**src/rtl/ctrl_issue_unit_if.sv**
```systemverilog
// Issue-side and bundle-side handshake bundle for ctrl_issue_unit.
// The slave side is the issue unit; the master side is the pipeline around it
// (IF/ID register feeding instructions, ID/EX register consuming bundles).
interface ctrl_issue_unit_if #(
    parameter int REG_W = 4
);
    // IF/ID side
    logic             in_valid;
    logic             in_ready;
    logic [1:0]       instruction_type;
    logic [4:0]       func;
    logic [REG_W-1:0] rd;
    logic [REG_W-1:0] rs1;
    logic [REG_W-1:0] rs2;

    // ID/EX side
    logic             out_valid;
    logic             out_ready;
    logic             JumpI;
    logic             JumpCI;
    logic             JumpCD;
    logic             MemToReg;
    logic             MemRead;
    logic             MemWrite;
    logic             ALUSrc;
    logic             RegWrite;
    logic             RegSrc2;
    logic [2:0]       ALUOp;
    logic [1:0]       ImmSrc;
    logic [1:0]       RegDtn;
    logic [1:0]       RegSrc1;
    logic [REG_W-1:0] out_rd;
    logic             illegal;

    modport slave (
        input  in_valid, instruction_type, func, rd, rs1, rs2, out_ready,
        output in_ready, out_valid, JumpI, JumpCI, JumpCD, MemToReg, MemRead,
               MemWrite, ALUSrc, RegWrite, RegSrc2, ALUOp, ImmSrc, RegDtn,
               RegSrc1, out_rd, illegal
    );

    modport master (
        output in_valid, instruction_type, func, rd, rs1, rs2, out_ready,
        input  in_ready, out_valid, JumpI, JumpCI, JumpCD, MemToReg, MemRead,
               MemWrite, ALUSrc, RegWrite, RegSrc2, ALUOp, ImmSrc, RegDtn,
               RegSrc1, out_rd, illegal
    );
endinterface

```
**src/rtl/ctrl_issue_unit.sv**
```systemverilog
// Registered decode-and-issue stage. Decodes instruction_type/func into the
// EX control bundle, holds it in an output register, and stalls issue for
// load-use hazards, multi-cycle MUL/DIV occupancy and pending branches.
module ctrl_issue_unit #(
    parameter int REG_W      = 4,
    parameter int MUL_CYCLES = 2,
    parameter int DIV_CYCLES = 8
) (
    input  logic                clk,
    input  logic                rst,
    ctrl_issue_unit_if.slave    bus,
    input  logic                flush,
    input  logic                br_resolve,
    output logic                busy
);
    localparam int MAX_CYC = (DIV_CYCLES > MUL_CYCLES) ? DIV_CYCLES : MUL_CYCLES;
    localparam int CNT_W   = $clog2(MAX_CYC + 1);

    typedef enum logic [1:0] {
        ST_RUN     = 2'd0,
        ST_BUSY    = 2'd1,
        ST_BR_WAIT = 2'd2
    } state_t;

    typedef struct packed {
        logic       jump_i;
        logic       jump_ci;
        logic       jump_cd;
        logic       mem_to_reg;
        logic       mem_read;
        logic       mem_write;
        logic       alu_src;
        logic       reg_write;
        logic       reg_src2;
        logic [2:0] alu_op;
        logic [1:0] imm_src;
        logic [1:0] reg_dtn;
        logic [1:0] reg_src1;
        logic       illegal;
    } ctrl_t;

    state_t           state;
    logic [CNT_W-1:0] cnt;
    logic             lu_pending;
    logic [REG_W-1:0] lu_rd;
    logic             out_valid_q;
    ctrl_t            bundle_q;
    logic [REG_W-1:0] rd_q;

    ctrl_t dec;
    logic  use_rs1, use_rs2;
    logic  is_crg, is_mul, is_div, is_branch;
    logic  hazard, accept;

    // Decode the presented instruction into a control bundle plus hazard/occupancy tags.
    always_comb begin
        // NOTE: every combinational output gets a default first so no path infers a latch.
        dec       = '0;
        use_rs1   = 1'b0;
        use_rs2   = 1'b0;
        is_crg    = 1'b0;
        is_mul    = 1'b0;
        is_div    = 1'b0;
        is_branch = 1'b0;
        case (bus.instruction_type)
            2'b10: begin
                if (bus.func[2:0] > 3'd4 || bus.func[4:3] == 2'b10) begin
                    dec.illegal = 1'b1;
                end else begin
                    dec.reg_write = 1'b1;
                    dec.reg_dtn   = 2'b01;
                    dec.reg_src1  = 2'b10;
                    dec.alu_op    = bus.func[2:0];
                    use_rs1       = 1'b1;
                    is_mul        = (bus.func[2:0] == 3'd2);
                    is_div        = (bus.func[2:0] == 3'd3);
                    if (bus.func[4]) begin
                        // immediate form: second operand comes from the immediate
                        dec.alu_src = 1'b1;
                        dec.imm_src = 2'b10;
                    end else begin
                        dec.reg_src2 = 1'b1;
                        use_rs2      = 1'b1;
                    end
                end
            end
            2'b00: begin
                if (bus.func == 5'b00000 || bus.func == 5'b00010 || bus.func == 5'b00011) begin
                    dec.alu_op  = 3'b001;
                    dec.jump_i  = (bus.func == 5'b00000);
                    dec.jump_ci = (bus.func == 5'b00010);
                    dec.jump_cd = (bus.func == 5'b00011);
                    use_rs1     = 1'b1;
                    use_rs2     = 1'b1;
                    is_branch   = 1'b1;
                end else begin
                    dec.illegal = 1'b1;
                end
            end
            2'b01: begin
                if (bus.func == 5'b00000 || bus.func == 5'b00001) begin
                    dec.alu_src  = 1'b1;
                    dec.imm_src  = 2'b01;
                    dec.reg_src1 = 2'b01;
                    use_rs1      = 1'b1;
                    if (bus.func[0]) begin
                        // CRG: load into a register
                        dec.mem_read   = 1'b1;
                        dec.mem_to_reg = 1'b1;
                        dec.reg_write  = 1'b1;
                        is_crg         = 1'b1;
                    end else begin
                        // GDR: store, rs2 supplies the data
                        dec.mem_write = 1'b1;
                        use_rs2       = 1'b1;
                    end
                end else begin
                    dec.illegal = 1'b1;
                end
            end
            default: dec.illegal = 1'b1;
        endcase
    end

    // Illegal encodings read no registers, so they never wait on a load.
    assign hazard = lu_pending &&
                    ((use_rs1 && bus.rs1 == lu_rd) || (use_rs2 && bus.rs2 == lu_rd));

    assign bus.in_ready = !rst && (state == ST_RUN) && (!out_valid_q || bus.out_ready) &&
                          !hazard && !flush;
    assign accept = bus.in_valid && bus.in_ready;

    // Issue FSM, load-use tracker and output register, all updated together.
    always_ff @(posedge clk) begin
        // NOTE: sequential state uses non-blocking assignments so every flop samples pre-edge values.
        if (rst) begin
            state       <= ST_RUN;
            cnt         <= '0;
            busy        <= 1'b0;
            lu_pending  <= 1'b0;
            lu_rd       <= '0;
            out_valid_q <= 1'b0;
            bundle_q    <= '0;
            rd_q        <= '0;
        end else if (flush) begin
            // bundle fields hold; only validity and interlocks are dropped
            state       <= ST_RUN;
            cnt         <= '0;
            busy        <= 1'b0;
            lu_pending  <= 1'b0;
            out_valid_q <= 1'b0;
        end else begin
            if (accept) begin
                bundle_q    <= dec;
                rd_q        <= bus.rd;
                out_valid_q <= 1'b1;
            end else if (bus.out_ready) begin
                out_valid_q <= 1'b0;
            end

            // a new CRG re-arms the interlock even as the previous one drains
            if (accept && is_crg) begin
                lu_pending <= 1'b1;
                lu_rd      <= bus.rd;
            end else if (out_valid_q && bus.out_ready) begin
                lu_pending <= 1'b0;
            end

            case (state)
                ST_RUN: begin
                    if (accept) begin
                        if (is_mul && MUL_CYCLES > 1) begin
                            state <= ST_BUSY;
                            busy  <= 1'b1;
                            cnt   <= CNT_W'(MUL_CYCLES - 1);
                        end else if (is_div && DIV_CYCLES > 1) begin
                            state <= ST_BUSY;
                            busy  <= 1'b1;
                            cnt   <= CNT_W'(DIV_CYCLES - 1);
                        end else if (is_branch) begin
                            state <= ST_BR_WAIT;
                            busy  <= 1'b1;
                        end
                    end
                end
                ST_BUSY: begin
                    cnt <= cnt - 1'b1;
                    if (cnt == CNT_W'(1)) begin
                        state <= ST_RUN;
                        busy  <= 1'b0;
                    end
                end
                ST_BR_WAIT: begin
                    if (br_resolve) begin
                        state <= ST_RUN;
                        busy  <= 1'b0;
                    end
                end
                default: begin
                    state <= ST_RUN;
                    busy  <= 1'b0;
                end
            endcase
        end
    end

    assign bus.out_valid = out_valid_q;
    assign bus.JumpI     = bundle_q.jump_i;
    assign bus.JumpCI    = bundle_q.jump_ci;
    assign bus.JumpCD    = bundle_q.jump_cd;
    assign bus.MemToReg  = bundle_q.mem_to_reg;
    assign bus.MemRead   = bundle_q.mem_read;
    assign bus.MemWrite  = bundle_q.mem_write;
    assign bus.ALUSrc    = bundle_q.alu_src;
    assign bus.RegWrite  = bundle_q.reg_write;
    assign bus.RegSrc2   = bundle_q.reg_src2;
    assign bus.ALUOp     = bundle_q.alu_op;
    assign bus.ImmSrc    = bundle_q.imm_src;
    assign bus.RegDtn    = bundle_q.reg_dtn;
    assign bus.RegSrc1   = bundle_q.reg_src1;
    assign bus.illegal   = bundle_q.illegal;
    assign bus.out_rd    = rd_q;
endmodule

```
**src/flat_wrapper.sv**
```systemverilog
// flat-port wrapper written by rule: the top's interface ports become plain ports
module ctrl_issue_unit_flat 
#(
    parameter int REG_W      = 4,
    parameter int MUL_CYCLES = 2,
    parameter int DIV_CYCLES = 8
)
  (clk, rst, flush, br_resolve, busy, bus_in_valid, bus_instruction_type, bus_func, bus_rd, bus_rs1, bus_rs2, bus_out_ready, bus_in_ready, bus_out_valid, bus_JumpI, bus_JumpCI, bus_JumpCD, bus_MemToReg, bus_MemRead, bus_MemWrite, bus_ALUSrc, bus_RegWrite, bus_RegSrc2, bus_ALUOp, bus_ImmSrc, bus_RegDtn, bus_RegSrc1, bus_out_rd, bus_illegal);
  ctrl_issue_unit_if #(.REG_W(REG_W)) bus_i ();
  input  logic clk;
  input  logic rst;
  input  logic flush;
  input  logic br_resolve;
  output logic busy;
  input wire logic [$bits(bus_i.in_valid)-1:0] bus_in_valid;
  input wire logic [$bits(bus_i.instruction_type)-1:0] bus_instruction_type;
  input wire logic [$bits(bus_i.func)-1:0] bus_func;
  input wire logic [$bits(bus_i.rd)-1:0] bus_rd;
  input wire logic [$bits(bus_i.rs1)-1:0] bus_rs1;
  input wire logic [$bits(bus_i.rs2)-1:0] bus_rs2;
  input wire logic [$bits(bus_i.out_ready)-1:0] bus_out_ready;
  output wire logic [$bits(bus_i.in_ready)-1:0] bus_in_ready;
  output wire logic [$bits(bus_i.out_valid)-1:0] bus_out_valid;
  output wire logic [$bits(bus_i.JumpI)-1:0] bus_JumpI;
  output wire logic [$bits(bus_i.JumpCI)-1:0] bus_JumpCI;
  output wire logic [$bits(bus_i.JumpCD)-1:0] bus_JumpCD;
  output wire logic [$bits(bus_i.MemToReg)-1:0] bus_MemToReg;
  output wire logic [$bits(bus_i.MemRead)-1:0] bus_MemRead;
  output wire logic [$bits(bus_i.MemWrite)-1:0] bus_MemWrite;
  output wire logic [$bits(bus_i.ALUSrc)-1:0] bus_ALUSrc;
  output wire logic [$bits(bus_i.RegWrite)-1:0] bus_RegWrite;
  output wire logic [$bits(bus_i.RegSrc2)-1:0] bus_RegSrc2;
  output wire logic [$bits(bus_i.ALUOp)-1:0] bus_ALUOp;
  output wire logic [$bits(bus_i.ImmSrc)-1:0] bus_ImmSrc;
  output wire logic [$bits(bus_i.RegDtn)-1:0] bus_RegDtn;
  output wire logic [$bits(bus_i.RegSrc1)-1:0] bus_RegSrc1;
  output wire logic [$bits(bus_i.out_rd)-1:0] bus_out_rd;
  output wire logic [$bits(bus_i.illegal)-1:0] bus_illegal;
  assign bus_i.in_valid = bus_in_valid;
  assign bus_i.instruction_type = bus_instruction_type;
  assign bus_i.func = bus_func;
  assign bus_i.rd = bus_rd;
  assign bus_i.rs1 = bus_rs1;
  assign bus_i.rs2 = bus_rs2;
  assign bus_i.out_ready = bus_out_ready;
  assign bus_in_ready = bus_i.in_ready;
  assign bus_out_valid = bus_i.out_valid;
  assign bus_JumpI = bus_i.JumpI;
  assign bus_JumpCI = bus_i.JumpCI;
  assign bus_JumpCD = bus_i.JumpCD;
  assign bus_MemToReg = bus_i.MemToReg;
  assign bus_MemRead = bus_i.MemRead;
  assign bus_MemWrite = bus_i.MemWrite;
  assign bus_ALUSrc = bus_i.ALUSrc;
  assign bus_RegWrite = bus_i.RegWrite;
  assign bus_RegSrc2 = bus_i.RegSrc2;
  assign bus_ALUOp = bus_i.ALUOp;
  assign bus_ImmSrc = bus_i.ImmSrc;
  assign bus_RegDtn = bus_i.RegDtn;
  assign bus_RegSrc1 = bus_i.RegSrc1;
  assign bus_out_rd = bus_i.out_rd;
  assign bus_illegal = bus_i.illegal;
  ctrl_issue_unit #(.REG_W(REG_W), .MUL_CYCLES(MUL_CYCLES), .DIV_CYCLES(DIV_CYCLES)) u_core (.clk(clk), .rst(rst), .bus(bus_i), .flush(flush), .br_resolve(br_resolve), .busy(busy));
endmodule
```
**config.mk**
```make
export PLATFORM = sky130hd
export DESIGN_NAME = ctrl_issue_unit_flat
export DESIGN_NICKNAME = d
export VERILOG_FILES = /design/src/rtl/ctrl_issue_unit_if.sv /design/src/rtl/ctrl_issue_unit.sv /design/src/flat_wrapper.sv
export SDC_FILE = /design/constraint.sdc
export NUM_CORES = 1
export LEC_CHECK = 0
export BUFFER_PORTS_ARGS = -buffer_cell sky130_fd_sc_hd__buf_4
export CORE_UTILIZATION = 40
export DETAILED_ROUTE_END_ITERATION = 7
export HOLD_SLACK_MARGIN = 0.08
export PLACE_DENSITY_LB_ADDON = 0.3
export SLEW_MARGIN = 20
export SYNTH_ARGS = -nofsm -noshare
export SYNTH_HDL_FRONTEND = slang
export SYNTH_SLANG_ARGS = --single-unit
```
**constraint.sdc**
```tcl
create_clock -name clk -period 2.7 [get_ports clk]
set_input_delay 0.81 -clock clk [delete_from_list [all_inputs] [get_ports clk]]
set_output_delay 0.81 -clock clk [all_outputs]
set_load 0.1 [all_outputs]
```
==> run_results.csv, run 1 <==
group,metric,value,unit
yosys,netlist_top_cells_area,"dfxtp_1 37%, nand2_1 7.9%, a21oi_1 6.2%",
yosys,synth_flop_cell,"dfxtp_1",
yosys,yosysTopAreaCellShare,0.375,
yosys,synth_fp_nets,246,
critical_path,critPathArrivalTime,2.30,ns
critical_path,max_stage_delay,0.39,ns
sta,finalMaxSlewViolations,0,
yosys,syn_area_per_cell,8.20,µm²
cts,h-tree-depth,2,
yosys,synth_seq_area_share,0.375,
grt,grt_pass1_vias,1564,
run,drv_cap,0,
critical_path,criticalPathCategory,"in -> out",
place,port_buffers,49,
cts,clock-sinks,33,
sta,rsz0062_at_grt,"true",
grt,grt-ovfl-total,0,
cts,clk_latency,0.28,ns
route,wirelength,4350,µm
floorplan,io_pins,51,
yosys,ys_ff_latch,33,
route,dr.pass1.iters,4,
outcome,violations,"negative setup slack",
yosys,synthCells,215,
final_layout,layout.cells.non_filler,337,
floorplan,die_x,68.4,µm
cts,clockBufferDepth,2,
grt,antenna_found_initial,0,
sta,slew_headroom,0.666,
final_layout,syn2layout_area_growth,44.1,%
sta,fin_skew,0.00654,ns
final_layout,fillCellCount,373,
route,drc,0,
cts,root_buffer,"clkbuf_8",
final_layout,diodes,0,
yosys,yosysTopAreaCell,"dfxtp_1",
place,place.gp.congestion,0.816,
yosys,synth_area,0.00176,mm²
cts,cts_tree,"built",
sta,finalCritPeriodShare,1.15,
floorplan,die_area,0.00468,mm²
floorplan,die_y,68.4,µm
grt,grt_max_degree,26,
floorplan,start_util,0.428,
sta,setup_tns,-0.411,ns
place,dp_cells,324,
yosys,yosysMostFrequentCell,"nand2_1",
critical_path,path_cells,"buf_8 -> inv_4 -> ha_4 -> and3_4 -> o311a_4 -> a2111oi_4 -> buf_6",
yosys,yosys_warnings,0,
route,vias,1746,
route,drt_iter0_drc,75,
sta,finalHoldViolCount,0,
yosys,ys_types,49,
critical_path,worst_path_max_delay_cell,"o311a_4",
sta,tightest_slew,0.489,ns
place,dpl.hpwl,3350,µm
sta,setup-violations-final,1,
floorplan,rows,23,
sta,clock.fmax,321,MHz
yosys,synth_edf_count,0,
grt,grt_pass1_wl,6920,µm
final_layout,fin_util,0.617,
critical_path,cp-start-kind,"input pin",
floorplan,core_area,0.00412,mm²
cts,cts_buffers,5,
critical_path,cp.required,1.89,ns
hold_path,hold_path.class,"reg -> reg",
pwr,power_per_cell_area,412,mW/mm²
pwr,p_leak,1.08,nW
final_layout,drive_gt1_frac,0.359,
outcome,status,"complete, but fails checks",
sta,layout_setup_ws,-0.411,ns
sta,finalCriticalPeriod,3.11,ns
route,drt-vias-per-instance,5.18,
final_layout,fin_nets,317,
route,drtAntennaViolNets,0,
cts,clk_pin_slew,0.06,ns
grt,gr-usage-all-layers,0.199,
critical_path,path_max_fanout,3,
pwr,ir_drop,341,µV
yosys,synth_common_cells,"37 x nand2_1, 33 x dfxtp_1, 22 x a21oi_1",
yosys,ys_async_sr_fraction,0,
critical_path,crit_path_end_kind,"primary output",
route,avgRoutedWirePerCell,12.9,µm
worst paths after layout:
kind         slack [ns]                                 to  cells past startpoint                              start
max reg2reg        0.72       u_core.lu_rd[0]$_SDFFE_PP0P_                      9       u_core.lu_rd[2]$_SDFFE_PP0P_
min                0.46  u_core.bus.out_rd[1]$_SDFFE_PP0P_                      2  u_core.bus.out_rd[1]$_SDFFE_PP0P_
min reg2reg        0.46  u_core.bus.out_rd[1]$_SDFFE_PP0P_                      2  u_core.bus.out_rd[1]$_SDFFE_PP0P_
max               -0.41                       bus_in_ready                      7            bus_instruction_type[1]
metal layers:
layer | vias up | track usage | wire length [µm]
met2 | 43 | 0.337 | 2080
met5 | - | 0 | 0
met1 | 805 | 0.252 | 2030
met4 | 0 | 0.0469 | 29
met3 | 5 | 0.0467 | 210
li1 | 893 | - | -
where the power goes:
part / switching, mW / total (mW) / internal (mW) / leakage [nW]
clock: 0.179 / 0.357 / 0.179 / 0.0450
sequential: 0.00300 / 0.495 / 0.492 / 0.266
combinational: 0.113 / 0.194 / 0.0804 / 0.770
sequential cells by signal, summed over array words and instances (netlist names), 2 cells and up:
signal / cells
u_core.bus.out_rd: 4
u_core.lu_rd: 4
u_core.bus.ALUOp: 3
u_core.state: 2
u_core.bus.RegSrc1: 2
u_core.cnt: 4
what timing repair did:
action,CTS,global route
hold buffers,0,0
gates cloned,0,1
resized for setup,8,6
pin swaps,3,5
setup endpoints to repair,1,13
buffers inserted,1,3
worst max-delay path, delay by kind of cell:
kind / cells / cell delay (ns)
and+or+nand+nor: 1 / 0.18
AOI/OAI and AO/OA: 2 / 0.75
adders and majority gates: 1 / 0.15
buffers and inverters: 3 / 0.41
layout make-up:
| class | instances | area (µm²) | share of cell area |
|---|---|---|---|
| Clock inverter | 2 | 10.0 | 0.00394 |
| Timing Repair Buffer | 78 | 611 | 0.240 |
| Inverter | 6 | 37.5 | 0.0148 |
| Clock buffer | 6 | 72.6 | 0.0286 |
| Tap cell | 50 | 62.6 | 0.0246 |
| Sequential cell | 33 | 661 | 0.260 |
| Multi-Input combinational cell | 162 | 1090 | 0.428 |
cell families (layout without fill, tap and decap cells):
logic type      count (synthesis)  in the layout  synth area share
simple gates                   95             95             0.280
compound gates                 47             47             0.178
flops                          33             33             0.375
buf+inv                        20             92            0.0532
xor+xnor                        8              8            0.0397
fa+ha+maj                       6              6            0.0426
mux                             5              5            0.0291
other cells                     1              1           0.00213
placed cells by master, fill, tap and decap left out, types with 4 or more instances in the layout:
cell type / n
buf_4: 73
nand2b_1: 7
xor2_1: 5
nand2_1: 37
clkbuf_8: 5
mux2i_1: 4
dfxtp_1: 33
nor2_1: 12
nand3_1: 10
inv_1: 4
o21ai_1: 4
a21oi_1: 22
per-stage QoR:
| stage | setup slack, ns | instance area, µm² | power (mW) | hold WS, ns |
|---|---|---|---|---|
| after floorplan | -0.902 | 1840 | 0.617 | 0.440 |
| after global placement | -0.546 | 2370 | 0.685 | 0.447 |
| after detailed placement | -0.548 | 2370 | 0.687 | 0.450 |
| after CTS | -0.436 | 2480 | 1.04 | 0.459 |
| after global routing | -0.449 | 2540 | 1.08 | 0.479 |
| final | -0.411 | 2540 | 1.05 | 0.455 |
(Power assumes the default switching activity.)
==> run 2: changes to the inputs <==
--- a/config.mk
+++ b/config.mk
@@ -14,3 +14,4 @@
 export SYNTH_ARGS = -nofsm -noshare
 export SYNTH_HDL_FRONTEND = slang
 export SYNTH_SLANG_ARGS = --single-unit
+export TNS_END_PERCENT = 5
==> run 2 against run 1 <==
Against the previous run: the flow still finishes with violations (negative setup slack); largest cell class unchanged; flip-flop and latch count unchanged; worst setup slack improved by 0.00073 ns; clock-buffer cell count unchanged; critical endpoint unchanged; clock power about the same; highest routed layer unchanged.
==> run_results.csv, run 2 (synthesis results as in run 1) <==
group,metric,value,unit
outcome,status,"complete, but fails checks",
outcome,violations,"negative setup slack",
cts,cts_buffers,5,
sta,finalCriticalPeriod,3.11,ns
route,drc,0,
cts,root_buffer,"clkbuf_8",
sta,finalMaxSlewViolations,0,
critical_path,max_stage_delay,0.39,ns
sta,slew_headroom,0.481,
grt,gr-usage-all-layers,0.199,
floorplan,die_area,0.00468,mm²
route,wirelength,4330,µm
route,avgRoutedWirePerCell,13.0,µm
pwr,ir_drop,340,µV
sta,clock.fmax,321,MHz
final_layout,fin_util,0.615,
cts,clk_latency,0.28,ns
final_layout,fin_nets,314,
floorplan,io_pins,51,
route,drtAntennaViolNets,0,
grt,grt_pass1_wl,6920,µm
critical_path,path_delay_family,"compound AO/OA/AOI/OAI gates",
final_layout,layout_common_cells,"71 x buf_4, 37 x nand2_1, 33 x dfxtp_1",
sta,setup-violations-final,1,
grt,globalRouteMet2Util,0.337,
critical_path,criticalPathCategory,"in -> out",
sta,finalHoldViolCount,0,
route,drt_iter0_drc,68,
pwr,p_leak,1.07,nW
final_layout,diodes,0,
cts,cts_tree,"built",
cts,clockBufferDepth,2,
route,drt-vias-per-instance,5.24,
floorplan,die_y,68.4,µm
route,vias,1749,
floorplan,die_x,68.4,µm
run,drv_cap,0,
place,port_buffers,49,
grt,grt_max_degree,26,
sta,finalCritPeriodShare,1.15,
hold_path,hold_path.class,"reg -> reg",
critical_path,cp.required,1.89,ns
cts,h-tree-depth,2,
pwr,power_per_cell_area,412,mW/mm²
critical_path,crit_path_end_kind,"primary output",
critical_path,cp-start-kind,"input pin",
critical_path,path_max_fanout,3,
floorplan,rows,23,
floorplan,core_area,0.00412,mm²
grt,grt_busiest_layer,"met2",
final_layout,syn2layout_area_growth,43.6,%
cts,clock-sinks,33,
grt,grt-ovfl-total,0,
sta,rsz0062_at_grt,"true",
sta,tightest_slew,0.759,ns
place,place.gp.congestion,0.816,
grt,grtUsageMet3,0.0467,
critical_path,worst_path_max_delay_cell,"o311a_4",
grt,grt_pass1_vias,1564,
sta,layout_setup_ws,-0.411,ns
final_layout,fillCellCount,372,
critical_path,critPathArrivalTime,2.30,ns
final_layout,layout_commonest_cell,"buf_4",
final_layout,drive_gt1_frac,0.359,
route,dr.pass1.iters,6,
grt,antenna_found_initial,0,
place,dpl.hpwl,3350,µm
grt,use_met1,0.252,
cts,clk_pin_slew,0.06,ns
place,pre_cts_slack,-0.548,ns
critical_path,r2r_slack,0.72,ns
sta,fin_skew,0.00664,ns
critical_path,critical_path_buf_inv_count,3,
critical_path,path_cells,"buf_8 -> inv_4 -> ha_4 -> and3_4 -> o311a_4 -> a2111oi_4 -> buf_6",
floorplan,start_util,0.428,
-- run 2: changes by cell type in the layout (fill, tap and decap cells not counted), sizes merged --
cell / before / now
buf: 78 / 75
-- run 2: where the power goes --
part	leakage, nW	switching [mW]	total, mW	internal, mW
Combinational	0.756	0.114	0.193	0.0789
Sequential	0.266	0.00301	0.495	0.492
Clock	0.0450	0.178	0.356	0.179
-- run 2: worst register-to-register path: cells and delay by family, from the launching register on --
| kind | cells | cell delay (ns) |
|---|---|---|
| and+or+nand+nor | 2 | 0.17 |
| AOI/OAI and AO/OA | 3 | 0.93 |
| xor gates and xnor gates | 1 | 0.10 |
| buffers and inverters | 2 | 0.31 |
| DFF | 1 | 0.39 |
-- run 2: worst paths after layout --
| path | start | to | cells past startpoint |
|---|---|---|---|
| max reg2reg | u_core.lu_rd[2]$_SDFFE_PP0P_ | u_core.busy$_SDFFE_PP0P_ | 8 |
| min reg2reg | u_core.bus.out_rd[1]$_SDFFE_PP0P_ | u_core.bus.out_rd[1]$_SDFFE_PP0P_ | 2 |
| min | u_core.bus.out_rd[1]$_SDFFE_PP0P_ | u_core.bus.out_rd[1]$_SDFFE_PP0P_ | 2 |
| max | bus_instruction_type[1] | bus_in_ready | 7 |
-- run 2: repair_timing --
action | CTS | global route
hold buffers | 0 | 0
setup endpoints to repair | 1 | 13
pin swaps | 3 | 6
buffers inserted | 1 | 1
gates resized for setup | 8 | 8
-- run 2: through the flow --
| step | cell area [µm²] | hold WS, ns | power (mW) | instances | TNS (ns) |
|---|---|---|---|---|---|
| after floorplan | 1840 | 0.440 | 0.617 | 215 | -0.902 |
| after global placement | 2370 | 0.447 | 0.685 | 324 | -5.28 |
| after detailed placement | 2370 | 0.450 | 0.687 | 324 | -6.28 |
| after CTS | 2480 | 0.459 | 1.04 | 333 | -0.436 |
| after global routing | 2530 | 0.480 | 1.08 | 334 | -0.486 |
| final | 2530 | 0.455 | 1.04 | 334 | -0.411 |
-- run 2: cell type report --
class                           count  area (µm²)  area share
Multi-Input combinational cell    162        1100       0.434
Sequential cell                    33         661       0.261
Timing Repair Buffer               75         591       0.233
Clock buffer                        6        72.6      0.0287
Tap cell                           50        62.6      0.0247
Inverter                            6        37.5      0.0148
Clock inverter                      2        10.0     0.00395
-- run 2: per-layer routing --
| layer | vias up | share of wire |
|---|---|---|
| li1 | 886 | - |
| met1 | 812 | 0.46 |
| met2 | 44 | 0.47 |
| met3 | 7 | 0.051 |
| met5 | - | 0 |
| met4 | 0 | 0.0097 |
==> run 3: changes to the inputs <==
--- a/config.mk
+++ b/config.mk
@@ -10,6 +10,7 @@
 export DETAILED_ROUTE_END_ITERATION = 7
 export HOLD_SLACK_MARGIN = 0.08
 export PLACE_DENSITY_LB_ADDON = 0.3
+export RECOVER_POWER = 50
 export SLEW_MARGIN = 20
 export SYNTH_ARGS = -nofsm -noshare
 export SYNTH_HDL_FRONTEND = slang
==> constraint.sdc (replaced) <==
create_clock -name clk -period 3.9 [get_ports clk]
set_input_delay 1.17 -clock clk [delete_from_list [all_inputs] [get_ports clk]]
set_output_delay 1.17 -clock clk [all_outputs]
set_load 0.1 [all_outputs]
==> run 3 against run 2 <==
Against the previous run: combinational power is 39% lower; largest cell class unchanged; critical endpoint unchanged; critical path type unchanged; design area is 8.7% lower; sequential power is 31% lower; the flow now finishes without violations; flip-flop and latch count stayed put; routed wire length is 1.6% higher; die area stayed put.
==> run_results.csv, run 3 (synthesis results as in run 1) <==
group,metric,value,unit
sta,hold_ws,0.458,ns
grt,grt_pass1_vias,1530,
grt,grt_max_degree,27,
floorplan,die_area,0.00468,mm²
hold_path,hold_path.class,"reg -> reg",
floorplan,die_y,68.4,µm
critical_path,criticalPathCategory,"in -> out",
critical_path,path_cells,"buf_6 -> inv_12 -> ha_4 -> and3b_1 -> o311a_4 -> a2111oi_4 -> buf_6",
grt,gr-usage-all-layers,0.209,
final_layout,layout_common_cells,"37 x nand2_1, 36 x buf_4, 33 x dfxtp_1",
floorplan,core_area,0.00412,mm²
sta,finalCritPeriodShare,0.990,
hold_path,hold-path-cell-count,2,
critical_path,cp.required,2.73,ns
grt,grt-ovfl-total,0,
cts,clockBufferDepth,2,
cts,clk_pin_slew,0.07,ns
cts,cts_buffers,5,
sta,tightest_slew,1.21,ns
sta,setup-violations-final,0,
critical_path,cp-startpoint,"bus_instruction_type[0]",
cts,cts_tree,"built",
sta,fin_skew,0.00512,ns
cts,clock-sinks,33,
grt,grt_pass1_wl,7070,µm
final_layout,drive_gt1_frac,0.224,
pwr,power_per_cell_area,341,mW/mm²
sta,rsz0062_at_grt,"false",
place,dpl.hpwl,3310,µm
hold_path,min_from,"u_core.bus.out_rd[1]$_SDFFE_PP0P_",
sta,finalCriticalPeriod,3.86,ns
route,wirelength,4400,µm
critical_path,cpMostUsedCell,"buf_6",
cts,clk_latency,0.29,ns
critical_path,critPathArrivalTime,2.69,ns
critical_path,worst_path_max_delay_cell,"o311a_4",
route,drc,0,
critical_path,r2r_slack,1.18,ns
route,vias,1681,
cts,h-tree-depth,2,
floorplan,io_pins,51,
critical_path,cp-start-kind,"input pin",
cts,cts_setup_buffers,0,
cts,root_buffer,"clkbuf_8",
floorplan,rows,23,
critical_path,max_stage_delay,0.40,ns
critical_path,critical_path_buf_inv_count,3,
route,drt-vias-per-instance,5.22,
floorplan,start_util,0.428,
critical_path,crit_cells,7,
critical_path,r2r-start,"u_core.lu_rd[0]$_SDFFE_PP0P_",
sta,clock.fmax,259,MHz
cts,postCtsHoldBufs,0,
route,drtAntennaViolNets,0,
critical_path,crit_path_end_kind,"primary output",
route,avgRoutedWirePerCell,13.7,µm
final_layout,syn2layout_area_growth,31.2,%
pwr,p_leak,0.894,nW
final_layout,fin_nets,302,
outcome,status,"complete, no violations",
sta,finalHoldViolCount,0,
route,drt_iter0_drc,176,
final_layout,diodes,0,
critical_path,ff2ff_path_depth,8,
place,place.gp.congestion,0.874,
sta,finalMaxSlewViolations,0,
critical_path,path_delay_family,"compound AO/OA/AOI/OAI gates",
run,drv_cap,0,
place,port_buffers,49,
critical_path,path_max_fanout,3,
grt,antenna_found_initial,0,
final_layout,layout_commonest_cell,"nand2_1",
final_layout,fin_util,0.562,
pwr,ir_drop,179,µV
route,dr.pass1.iters,4,
sta,slew_headroom,0.172,
floorplan,die_x,68.4,µm
==> run 3: worst paths after layout <==
check,to
max reg2reg,u_core.bus.illegal$_SDFFE_PP0P_
min,u_core.bus.out_rd[1]$_SDFFE_PP0P_
min reg2reg,u_core.bus.out_rd[1]$_SDFFE_PP0P_
max,bus_in_ready
==> run 3: layer usage <==
layer	global-route usage	part of all wire
met5	0	0
met4	0.0729	0.015
met3	0.0583	0.061
met2	0.321	0.46
met1	0.277	0.46
==> run 3: worst reg2reg max path: cells and delay by family (launching register included) <==
kind                      cells  cell delay (ns)
AOI/OAI and AO/OA             3             1.37
buffers and inverters         2             0.57
DFF                           1             0.39
xor gates and xnor gates      1             0.16
and+or+nand+nor               2             0.15
==> run 3: layout make-up <==
cell class,count,area [µm²]
Fill cell,426,1800
Multi-Input combinational cell,162,1050
Sequential cell,33,661
Timing Repair Buffer,63,387
Clock buffer,5,68.8
Tap cell,50,62.6
Clock inverter,3,46.3
Inverter,6,35.0
==> run 3: report_power, final <==
part	internal, mW	switching, mW	leakage, nW	total, mW
logic	0.0422	0.0754	0.573	0.118
registers	0.340	0.00185	0.266	0.342
clock network	0.191	0.139	0.0543	0.330
==> run 3: through the flow <==
stage	total power [mW]	setup TNS, ns	worst slack, ns	instance area (µm²)	instances
6_report	0.789	0	0.0383	2310	322
3_5_place_dp	0.471	-0.0715	-0.0715	2290	314
4_1_cts	0.800	0	0.000889	2420	322
5_1_grt	0.816	0	0.00446	2310	322
2_1_floorplan	0.427	-0.422	-0.422	1840	215
3_3_place_gp	0.470	-0.0633	-0.0633	2290	314
==> run 3: repair_timing <==
| action | 4_1_cts | 5_1_grt |
|---|---|---|
| setup endpoints to repair | 1 | 1 |
| resized for setup | 3 | 2 |
| pin swaps | 2 | 1 |
